`config.mk`:
```
export PLATFORM = sky130hd
export DESIGN_NAME = ecu_seq
export DESIGN_NICKNAME = d
export VERILOG_FILES = /design/src/rtl/ecu_seq.sv
export SDC_FILE = /design/constraint.sdc
export NUM_CORES = 1
export LEC_CHECK = 0
export BUFFER_PORTS_ARGS = -buffer_cell sky130_fd_sc_hd__buf_4
export CORE_MARGIN = 3
export CORE_UTILIZATION = 54
export CTS_BUF_LIST = sky130_fd_sc_hd__clkbuf_2
export CTS_CLUSTER_DIAMETER = 120
export DETAILED_ROUTE_END_ITERATION = 10
export GPL_TIMING_DRIVEN = 0
export PLACE_DENSITY = 0.87
export SETUP_SLACK_MARGIN = 0.02
export SKIP_CTS_REPAIR_TIMING = 1
export SLEW_MARGIN = 20
export SYNTH_ARGS = -nofsm -noshare
export SYNTH_HDL_FRONTEND = slang
export SYNTH_SLANG_ARGS = --single-unit
```
`constraint.sdc`:
```
create_clock -name clk -period 2.9 [get_ports clk]
set_clock_uncertainty 0.15 [all_clocks]
set_input_delay 0.58 -clock clk [delete_from_list [all_inputs] [get_ports clk]]
set_output_delay 0.58 -clock clk [all_outputs]
set_load 0.01 [all_outputs]
```
`src/rtl/ecu_seq.sv`:
```
// ecu_seq: fetch/issue sequencer for the execution control unit.
// Fetches variable-length instructions (opcode plus operand words) over a req/ack
// bus, assembles them and offers them downstream over a valid/ready handshake.
// Optional feature: define ECU_PREFETCH_EN to add a one-word opcode prefetch buffer
// that is filled while an instruction waits in ISSUE.
module ecu_seq #(
    parameter int unsigned       DATA_W   = 8,
    parameter int unsigned       ADDR_W   = 16,
    parameter int unsigned       LEN_W    = 2,
    parameter int unsigned       MAX_LEN  = 4,
    parameter logic [ADDR_W-1:0] RESET_PC = '0
) (
    input  logic                          clk,
    input  logic                          rst,
    output logic                          mem_req,
    output logic [ADDR_W-1:0]             mem_addr,
    input  logic                          mem_ack,
    input  logic [DATA_W-1:0]             mem_rdata,
    output logic                          issue_valid,
    input  logic                          issue_ready,
    output logic [DATA_W-1:0]             issue_insn,
    output logic [DATA_W*(MAX_LEN-1)-1:0] issue_ops,
    output logic [LEN_W:0]                issue_len,
    output logic [ADDR_W-1:0]             issue_pc,
    input  logic                          redirect,
    input  logic [ADDR_W-1:0]             redirect_pc,
    output logic                          busy,
    output logic                          fault
);

`ifdef ECU_PREFETCH_EN
    localparam bit Prefetch = 1'b1;
`else
    localparam bit Prefetch = 1'b0;
`endif

    localparam int unsigned OpsW = DATA_W * (MAX_LEN - 1);

    typedef enum logic [2:0] {StIdle, StFetchOp, StFetchArg, StIssue, StHalt} state_e;

    state_e              state_q, state_d;
    logic [ADDR_W-1:0]   pc_q, pc_d;
    logic                mem_req_q, mem_req_d;
    logic                valid_q, valid_d;
    logic [DATA_W-1:0]   insn_q, insn_d;
    logic [OpsW-1:0]     ops_q, ops_d;
    logic [LEN_W:0]      len_q, len_d;
    logic [ADDR_W-1:0]   ipc_q, ipc_d;
    logic                busy_q, busy_d;
    logic                fault_q, fault_d;
    logic [LEN_W:0]      arg_cnt_q, arg_cnt_d;
    logic                buf_valid_q, buf_valid_d;
    logic [DATA_W-1:0]   buf_word_q, buf_word_d;
    logic [ADDR_W-1:0]   buf_pc_q, buf_pc_d;

    logic                word_take;
    logic                accept;
    logic                op_load;
    logic [DATA_W-1:0]   op_word;
    logic [ADDR_W-1:0]   op_pc;
    logic [LEN_W:0]      op_len;

    // Next-state logic: fetch sequencing, operand assembly, redirect and fault handling.
    always_comb begin
        state_d     = state_q;
        pc_d        = pc_q;
        insn_d      = insn_q;
        ops_d       = ops_q;
        len_d       = len_q;
        ipc_d       = ipc_q;
        fault_d     = fault_q;
        arg_cnt_d   = arg_cnt_q;
        buf_valid_d = buf_valid_q;
        buf_word_d  = buf_word_q;
        buf_pc_d    = buf_pc_q;
        word_take   = mem_req_q & mem_ack;
        accept      = valid_q & issue_ready;
        op_load     = 1'b0;
        op_word     = '0;
        op_pc       = '0;
        op_len      = '0;

        unique case (state_q)
            StIdle: state_d = StFetchOp;
            StFetchOp: begin
                if (word_take) begin
                    op_load = 1'b1;
                    op_word = mem_rdata;
                    op_pc   = pc_q;
                    pc_d    = pc_q + ADDR_W'(1);
                end
            end
            StFetchArg: begin
                if (word_take) begin
                    for (int unsigned i = 0; i < MAX_LEN - 1; i++) begin
                        if (32'(arg_cnt_q) == i) ops_d[i*DATA_W +: DATA_W] = mem_rdata;
                    end
                    pc_d      = pc_q + ADDR_W'(1);
                    arg_cnt_d = arg_cnt_q + (LEN_W + 1)'(1);
                    // Last operand is the (len-1)th one.
                    if (32'(arg_cnt_q) + 32'd2 == 32'(len_q)) state_d = StIssue;
                end
            end
            StIssue: begin
                if (Prefetch && !buf_valid_q && word_take) begin
                    buf_valid_d = 1'b1;
                    buf_word_d  = mem_rdata;
                    buf_pc_d    = pc_q;
                    pc_d        = pc_q + ADDR_W'(1);
                end
                if (accept) begin
                    state_d = StFetchOp;
                    // A buffered (or just-arrived) opcode is decoded on the accepting edge.
                    if (Prefetch && buf_valid_d) begin
                        op_load     = 1'b1;
                        op_word     = buf_word_d;
                        op_pc       = buf_pc_d;
                        buf_valid_d = 1'b0;
                    end
                end
            end
            StHalt: state_d = StHalt;
            default: state_d = StIdle;
        endcase

        if (op_load) begin
            op_len    = {1'b0, op_word[DATA_W-1 -: LEN_W]} + (LEN_W + 1)'(1);
            insn_d    = op_word;
            ipc_d     = op_pc;
            len_d     = op_len;
            ops_d     = '0;
            arg_cnt_d = '0;
            if (32'(op_len) > MAX_LEN) begin
                state_d = StHalt;
                fault_d = 1'b1;
            end else if (op_len == (LEN_W + 1)'(1)) begin
                state_d = StIssue;
            end else begin
                state_d = StFetchArg;
            end
        end

        // Redirect overrides everything; an accepting issue has already completed this edge.
        if (redirect) begin
            state_d     = StFetchOp;
            pc_d        = redirect_pc;
            fault_d     = 1'b0;
            buf_valid_d = 1'b0;
        end

        mem_req_d = (state_d == StFetchOp) || (state_d == StFetchArg) ||
                    (Prefetch && (state_d == StIssue) && !buf_valid_d);
        valid_d   = (state_d == StIssue);
        busy_d    = (state_d == StFetchOp) || (state_d == StFetchArg) || (state_d == StIssue);
    end

    // State and registered outputs.
    always_ff @(posedge clk or negedge rst) begin
        if (!rst) begin
            state_q     <= StIdle;
            pc_q        <= RESET_PC;
            mem_req_q   <= 1'b0;
            valid_q     <= 1'b0;
            insn_q      <= '0;
            ops_q       <= '0;
            len_q       <= '0;
            ipc_q       <= '0;
            busy_q      <= 1'b0;
            fault_q     <= 1'b0;
            arg_cnt_q   <= '0;
            buf_valid_q <= 1'b0;
            buf_word_q  <= '0;
            buf_pc_q    <= '0;
        end else begin
            state_q     <= state_d;
            pc_q        <= pc_d;
            mem_req_q   <= mem_req_d;
            valid_q     <= valid_d;
            insn_q      <= insn_d;
            ops_q       <= ops_d;
            len_q       <= len_d;
            ipc_q       <= ipc_d;
            busy_q      <= busy_d;
            fault_q     <= fault_d;
            arg_cnt_q   <= arg_cnt_d;
            buf_valid_q <= buf_valid_d;
            buf_word_q  <= buf_word_d;
            buf_pc_q    <= buf_pc_d;
        end
    end

    assign mem_req     = mem_req_q;
    assign mem_addr    = pc_q;
    assign issue_valid = valid_q;
    assign issue_insn  = insn_q;
    assign issue_ops   = ops_q;
    assign issue_len   = len_q;
    assign issue_pc    = ipc_q;
    assign busy        = busy_q;
    assign fault       = fault_q;

endmodule

```
==> results of run 1 <==
metrics by stage:
step                      hold WS, ps  total power, mW
after floorplan                 134.4            2.073
after global placement          313.5            2.647
after detailed placement        314.8            2.697
after CTS                       34.99            3.338
after global routing            78.26            3.534
final                           6.841            3.328
registers in the layout, indices dropped and copies added (netlist names):
signal and flops:
fault 1, issue_len 3, issue_valid 1, mem_req 1
issue_insn 8, busy 1, arg_cnt_q 3, mem_addr 16
state_q 3, issue_pc 16, issue_ops 24
cells by family (layout without fill, tap and decap cells):
logic type	Yosys count	count (layout)	synth area share [%]
DFF	77	77	54.46
AOI/OAI and AO/OA	58	58	9.619
xor gates and xnor gates	11	11	2.935
adders and majority gates	8	8	2.829
buffers and inverters	29	142	3.182
and+or+nand+nor	195	195	26.41
muxes	2	2	0.5658
report_power, final:
group          internal [mW]  leakage (nW)  switching [mW]  total, mW
sequential              1.33         0.973           0.202       1.53
combinational          0.520          1.16           0.630       1.15
clock                  0.280        0.0754           0.371      0.651
layout make-up:
class,instances,share of cell area [%]
clock inverters,5,1.696
flip-flops and latches,77,42.83
repair buffers,98,16.35
multi-input cells,274,33.43
plain buffers,21,1.835
inverters,8,0.6674
clock buffers,10,1.112
well taps,75,2.086
final timing paths:
kind / from / to / slack (ps)
max: state_q[1] / state_q[0] / 480
min: rst / issue_insn[0] / 7
max reg2reg: state_q[1] / state_q[0] / 480
min reg2reg: issue_pc[2] / issue_pc[2] / 350
max in group asynchronous: rst / mem_addr[2] / 1930
min in group clk: redirect_pc[5] / mem_addr[5] / 90
cell usage in the layout, fill, tap and decap left out, types with 2 or more instances in the layout:
master,count
sky130_fd_sc_hd__clkbuf_1,17
sky130_fd_sc_hd__nor2b_1,3
sky130_fd_sc_hd__nand3_1,34
sky130_fd_sc_hd__nor4b_2,3
sky130_fd_sc_hd__xor2_1,2
sky130_fd_sc_hd__buf_4,98
sky130_fd_sc_hd__nor3_1,4
sky130_fd_sc_hd__o21ai_1,13
sky130_fd_sc_hd__a21oi_1,2
sky130_fd_sc_hd__mux2i_1,2
sky130_fd_sc_hd__o21ai_0,23
sky130_fd_sc_hd__or3_1,2
sky130_fd_sc_hd__bufinv_16,2
sky130_fd_sc_hd__o31a_1,3
sky130_fd_sc_hd__buf_2,3
sky130_fd_sc_hd__a31oi_1,6
sky130_fd_sc_hd__nor2_1,10
sky130_fd_sc_hd__nand2b_1,4
sky130_fd_sc_hd__o31ai_1,5
sky130_fd_sc_hd__and3b_1,3
sky130_fd_sc_hd__inv_1,8
sky130_fd_sc_hd__ha_1,8
sky130_fd_sc_hd__dfrtp_1,77
sky130_fd_sc_hd__nand2_1,112
sky130_fd_sc_hd__nand4_1,4
sky130_fd_sc_hd__or4_1,5
sky130_fd_sc_hd__xnor2_1,8
sky130_fd_sc_hd__clkbuf_2,10
metal layers:
metal,track usage [%],part of all wire [%]
met5,0,0
met4,11.33,2.2
met3,4.825,8.4
met2,40.30,47
met1,33.65,42
==> insert_results.sql, run 1 <==
INSERT INTO impl_metrics (metric_group, metric, value, unit) VALUES
('placed_design', 'numPortBuffers', '98', ''),
('cells_and_area', 'final_net_count', '526', ''),
('synthesis', 'syn-instance-count', '380', ''),
('synthesis', 'post_synth_most_frequent_cells', '112 x sky130_fd_sc_hd__nand2_1, 77 x sky130_fd_sc_hd__dfrtp_1, 34 x sky130_fd_sc_hd__nand3_1, 23 x sky130_fd_sc_hd__o21ai_0, 17 x sky130_fd_sc_hd__clkbuf_1', ''),
('setup_path', 'crit_fanout', '9', ''),
('cells_and_area', 'finalInstanceArea', '4499', 'µm²'),
('placed_design', 'dp_worst_setup_slack', '179.3', 'ps'),
('cells_and_area', 'post-route-util', '73.39', '%'),
('setup_path', 'max_stage_delay', '520', 'ps'),
('timing', 'rsz0062_at_grt', 'no', ''),
('cells_and_area', 'register_area', '1927', 'µm²'),
('synthesis', 'yosysMostFrequentCell', 'sky130_fd_sc_hd__nand2_1', ''),
('setup_path', 'timing.reg2reg.worst_path_depth', '6', ''),
('synthesis', 'ys_ff_latch', '77', ''),
('cts', 'cts.path.max_buffers', '2', ''),
('routing', 'wl', '9151', 'µm'),
('die', 'die_y', '86.95', 'µm'),
('cts', 'cts-buffers-inserted', '9', ''),
('setup_path', 'crit_chain', 'nand2b_1 -> nor3_2 -> nand2_1 -> ha_1 -> and2_1 -> or3_1', ''),
('global_routing', 'grt_remaining_overflow', '0', ''),
('cts', 'worstSkewPairLatency', '530', 'ps'),
('setup_path', 'cp-start-kind', 'flop', ''),
('setup_path', 'critical_path.top_delay_family', 'simple AND/OR/NAND/NOR gates', ''),
('cells_and_area', 'area_used_by_multi_input_combinational_logic', '1504', 'µm²'),
('timing', 'finalCriticalPeriod', '2421', 'ps'),
('placed_design', 'half_perimeter_wire_length_of_the_detailed_placement_result', '6588', 'µm'),
('die', 'floorplan.initialDensity', '57.71', '%'),
('cts', 'cts_sinks', '77', ''),
('cts', 'clock_tree.root_cell', 'sky130_fd_sc_hd__clkbuf_2', ''),
('timing', 'tightestPinTransition', '968.9', 'ps'),
('placed_design', 'placement.cell_area', '4368', 'µm²'),
('routing', 'drt_initial_violations', '211', ''),
('flow_run', 'max_cap_viol_count', '0', ''),
('cells_and_area', 'final-instance-count-excl-fill', '568', ''),
('pwr', 'cellLeakagePower', '2.205', 'nW'),
('setup_path', 'slowest_stage', 'sky130_fd_sc_hd__nor3_2', ''),
('routing', 'ant_nets', '0', ''),
('cells_and_area', 'num-fill-cells', '496', ''),
('cts', 'clock_tree.htree_level_count', '3', ''),
('synthesis', 'yosysTopAreaCell', 'sky130_fd_sc_hd__dfrtp_1', ''),
('global_routing', 'grt_util_all_layers', '25.29', '%'),
('setup_path', 'endpoint_required_time_on_the_critical_path', '3160', 'ps'),
('die', 'io_pins', '100', ''),
('routing', 'routedWlPerCell', '16.11', 'µm'),
('setup_path', 'critical_path.n_buffers_inverters', '0', ''),
('setup_path', 'worstSetupEndpointType', 'flop', ''),
('placed_design', 'dpl.cell_count', '553', ''),
('synthesis', 'synth_top_cell_area_share', '54.46', '%'),
('synthesis', 'synth-edff-count', '0', ''),
('die', 'placementRows', '28', ''),
('placed_design', 'finalWeightedCongestion', '0.8649', ''),
('routing', 'drc', '0', ''),
('synthesis', 'syn-num-nets', '417', ''),
('pwr', 'power_density', '739.7', 'nW/µm²'),
('die', 'die_x', '86.95', 'µm'),
('run_status', 'status', 'finished, final reports clean', ''),
('global_routing', 'antenna_found_initial', '0', ''),
('synthesis', 'yosys_warnings', '0', ''),
('cells_and_area', 'areaGrowthSynthToFinish', '27.16', '%'),
('synthesis', 'synth-seq-area-share', '54.46', '%'),
('setup_path', 'timing.critical_path.arrival', '2680', 'ps'),
('pwr', 'vdd.ir_drop.worst', '0.4905', 'mV'),
('timing', 'achievable-frequency', '413.1', 'MHz'),
('cts', 'cts_tree', 'built', ''),
('global_routing', 'grt_start_max_net_pins', '78', ''),
('synthesis', 'netlist_area', '3538', 'µm²'),
('die', 'floorplan.die_area', '7560', 'µm²'),
('synthesis', 'synth-main-ff-cell', 'sky130_fd_sc_hd__dfrtp_1', ''),
('routing', 'total_number_of_vias', '3181', ''),
('die', 'placeableCoreArea', '6131', 'µm²'),
('setup_path', 'path_class', 'reg -> reg', '');
Power figures use the tool's default switching activity.
==> run 2, diff against run 1 <==
- ABC_AREA: not set -> 1
- CORE_UTILIZATION: 54 -> 49
- PLACE_DENSITY: 0.87 -> 0.83
- clock period: 2.9 -> 2.2 ns (I/O delays scaled with it)
==> run 2 against run 1 <==
- hold slack better by 41 ps
- register-to-register slack worse by 250 ps
- sequential power is 37% higher
- clock power is 49% higher
- design area is 6.8% higher
- combinational power is 50% higher
- via count is 8.8% higher
- clock-buffer cell count is 1 lower
==> insert_results.sql, run 2 <==
INSERT INTO impl_metrics (metric_group, metric, value, unit) VALUES
('run_status', 'status', 'finished, final reports clean', ''),
('hold_path', 'timing.hold.worst.class', 'in -> reg', ''),
('global_routing', 'antenna_found_initial', '0', ''),
('synthesis', 'synth-edff-count', '0', ''),
('die', 'floorplan.initialDensity', '52.14', '%'),
('cells_and_area', 'most_frequent_cells_in_the_layout', '178 x sky130_fd_sc_hd__nand2_1, 102 x sky130_fd_sc_hd__buf_4, 77 x sky130_fd_sc_hd__dfrtp_1, 56 x sky130_fd_sc_hd__nand3_1, 45 x sky130_fd_sc_hd__inv_1', ''),
('setup_path', 'path_class', 'reg -> reg', ''),
('setup_path', 'cp-start-kind', 'flop', ''),
('setup_path', 'worst_path_most_repeated_cell', 'sky130_fd_sc_hd__nand3_1', ''),
('setup_path', 'timing.rr.start', 'mem_addr[1]', ''),
('cts', 'cts_sinks', '77', ''),
('synthesis', 'syn-instance-count', '460', ''),
('synthesis', 'yosysUniqueCellTypes', '22', ''),
('pwr', 'power_density', '996.3', 'nW/µm²'),
('cts', 'worstSkewPairLatency', '490', 'ps'),
('routing', 'ant_nets', '0', ''),
('global_routing', 'grt_start_max_net_pins', '78', ''),
('setup_path', 'slowest_stage', 'sky130_fd_sc_hd__dfrtp_1', ''),
('cells_and_area', 'insertedDiodeCount', '0', ''),
('hold_path', 'hold_path_start', 'mem_rdata[4]', ''),
('cts', 'clock_tree.htree_level_count', '3', ''),
('global_routing', 'grt_remaining_overflow', '0', ''),
('timing', 'final_hold_viol_count', '0', ''),
('cells_and_area', 'num-fill-cells', '557', ''),
('die', 'placeableCoreArea', '7019', 'µm²'),
('synthesis', 'yosysTopAreaCell', 'sky130_fd_sc_hd__dfrtp_1', ''),
('timing', 'timing.final.max_slew_violations', '0', ''),
('synthesis', 'synth-seq-area-share', '52.65', '%'),
('global_routing', 'wire_length_of_the_first_global_routing_pass', '15290', 'µm'),
('pwr', 'cellLeakagePower', '2.630', 'nW'),
('setup_path', 'worstSetupEndpointType', 'flop', ''),
('setup_path', 'endpoint_required_time_on_the_critical_path', '2440', 'ps'),
('die', 'io_pins', '100', ''),
('cells_and_area', 'final_layout_size_suffix_gt1_share', '22.53', '%'),
('cts', 'cts-buffers-inserted', '9', ''),
('routing', 'post_drt_via_cell_ratio', '5.073', ''),
('synthesis', 'synth.area.top_cells', 'sky130_fd_sc_hd__dfrtp_1 53%, sky130_fd_sc_hd__nand2_1 18%, sky130_fd_sc_hd__nand3_1 7.7%', ''),
('pwr', 'post-layout-total-power', '4.789', 'mW'),
('synthesis', 'syn-num-nets', '497', ''),
('routing', 'routedWlPerCell', '13.98', 'µm'),
('setup_path', 'crit_start', 'mem_addr[1]', ''),
('setup_path', 'max_stage_delay', '460', 'ps'),
('cts', 'cts_tree', 'built', ''),
('global_routing', 'via_count_of_the_first_global_routing_pass', '3249', ''),
('placed_design', 'finalWeightedCongestion', '0.8495', ''),
('routing', 'wl', '9537', 'µm'),
('routing', 'total_number_of_vias', '3460', ''),
('synthesis', 'async_reset_ff_share', '100.0', '%'),
('cells_and_area', 'largest_register_ffs', '24', ''),
('cells_and_area', 'most_frequent_standard_cell_in_the_layout_excluding_fill_and_tap_cells', 'sky130_fd_sc_hd__nand2_1', ''),
('cts', 'cts.path.max_buffers', '2', ''),
('timing', 'achievable-frequency', '507.6', 'MHz'),
('die', 'floorplan.die_area', '8541', 'µm²'),
('placed_design', 'numPortBuffers', '99', ''),
('cts', 'clock_tree.root_cell', 'sky130_fd_sc_hd__clkbuf_2', ''),
('synthesis', 'yosys_warnings', '0', ''),
('synthesis', 'postSynthAreaPerCell', '7.956', 'µm²'),
('cells_and_area', 'post-route-util', '68.48', '%'),
('routing', 'drc', '0', ''),
('synthesis', 'ys_ff_latch', '77', ''),
('placed_design', 'half_perimeter_wire_length_of_the_detailed_placement_result', '6819', 'µm'),
('die', 'die_y', '92.42', 'µm'),
('pwr', 'vdd.ir_drop.worst', '0.5205', 'mV'),
('routing', 'pre_antenna_drt_iters', '5', ''),
('die', 'placementRows', '30', ''),
('timing', 'finalCriticalPeriod', '1970', 'ps'),
('synthesis', 'yosysMostFrequentCell', 'sky130_fd_sc_hd__nand2_1', ''),
('timing', 'tightestPinTransition', '973.1', 'ps'),
('timing', 'report.final.setup_viol', '0', ''),
('timing', 'timing.max_slew.rel_slack', '35.13', '%'),
('routing', 'drt_initial_violations', '174', ''),
('synthesis', 'netlist_area', '3660', 'µm²'),
('setup_path', 'timing.critical_path.arrival', '2210', 'ps'),
('timing', 'timing.final.crit_share', '89.54', '%'),
('synthesis', 'synth-main-ff-cell', 'sky130_fd_sc_hd__dfrtp_1', ''),
('setup_path', 'crit_fanout', '5', ''),
('cells_and_area', 'final_net_count', '619', ''),
('global_routing', 'grt_util_all_layers', '22.33', '%'),
('flow_run', 'max_cap_viol_count', '0', ''),
('setup_path', 'crit_chain', 'ha_1 -> nand3_1 -> nor2_1 -> nand3_1 -> inv_1 -> nand3_1 -> nand3_1 -> nand2_1', ''),
('timing', 'rsz0062_at_grt', 'no', ''),
('cells_and_area', 'areaGrowthSynthToFinish', '31.35', '%'),
('synthesis', 'synth_top_cell_area_share', '52.65', '%'),
('synthesis', 'post_synth_most_frequent_cells', '178 x sky130_fd_sc_hd__nand2_1, 77 x sky130_fd_sc_hd__dfrtp_1, 56 x sky130_fd_sc_hd__nand3_1, 45 x sky130_fd_sc_hd__inv_1, 28 x sky130_fd_sc_hd__o21ai_0', ''),
('cts', 'path_clk_slew', '220', 'ps'),
('timing', 'hold_ws', '47.76', 'ps'),
('die', 'die_x', '92.42', 'µm');
run 2: changes by cell type after synthesis, moves of 6 or more:
cell                       change
sky130_fd_sc_hd__nand2_1      +66
sky130_fd_sc_hd__inv_1        +37
sky130_fd_sc_hd__nand3_1      +22
sky130_fd_sc_hd__nor2_1       +14
sky130_fd_sc_hd__o21ai_1      -13
sky130_fd_sc_hd__clkbuf_1     -10
sky130_fd_sc_hd__xnor2_1       -7
sky130_fd_sc_hd__a31oi_1       -6
sky130_fd_sc_hd__inv_2         +6
run 2: worst max-delay path: cells and delay by family (launching register included):
| kind | cells | cell delay [ps] |
|---|---|---|
| buf+inv | 1 | 120 |
| fa+ha+maj | 1 | 230 |
| flops | 1 | 460 |
| simple gates | 6 | 910 |
run 2: path summary, 6_finish.rpt:
path,end,slack [ps],cells after the start
setup / recovery,mem_addr[12],230,8
hold / removal,issue_insn[4],50,3
setup reg to reg,mem_addr[12],230,8
hold reg to reg,issue_pc[2],360,2
max in group asynchronous,mem_addr[7],800,2
min in group asynchronous,issue_ops[14],440,2
run 2: logic make-up after synthesis:
kind of cell    Yosys count  share of synthesized area [%]
compound gates           33                          4.513
simple gates            271                          31.52
flops                    77                          52.65
xor+xnor                  7                          1.675
fa+ha+maj                 8                          2.735
buf+inv                  64                          6.906
run 2: area by class of cell:
cell class / count / area (µm²) / share of cell area, %
sequential: 77 / 1927 / 40.08
multi-input combinational: 319 / 1488 / 30.95
timing repair buffer: 112 / 873.3 / 18.17
inverter: 51 / 193.9 / 4.034
tap: 96 / 120.1 / 2.499
clock inverter: 6 / 102.6 / 2.134
buffer: 12 / 57.56 / 1.197
clock buffer: 9 / 45.04 / 0.9370
run 2: power breakdown:
part	total, mW	internal, mW	switching, mW
clock network	0.968	0.475	0.493
logic	1.72	0.775	0.948
registers	2.10	1.79	0.311
total	4.79	3.04	1.75
run 2: per-layer routing:
metal,up-vias,wire [µm],track usage (%)
met1,1610,4039,29.10
met4,0,135,7.426
met2,152,4669,37.10
li1,1687,-,-
met5,-,0,0
met3,11,693,4.712
run 2: through the flow:
stage,setup TNS (ps),area [µm²],instances,worst slack (ps)
4_1_cts,-166.7,4671,670,-121.3
5_1_grt,0,4807,682,75.59
2_1_floorplan,0,3660,460,270.1
6_report,0,4807,682,230.0
3_3_place_gp,-212.7,4523,655,-131.0
3_5_place_dp,-346.1,4523,655,-178.6
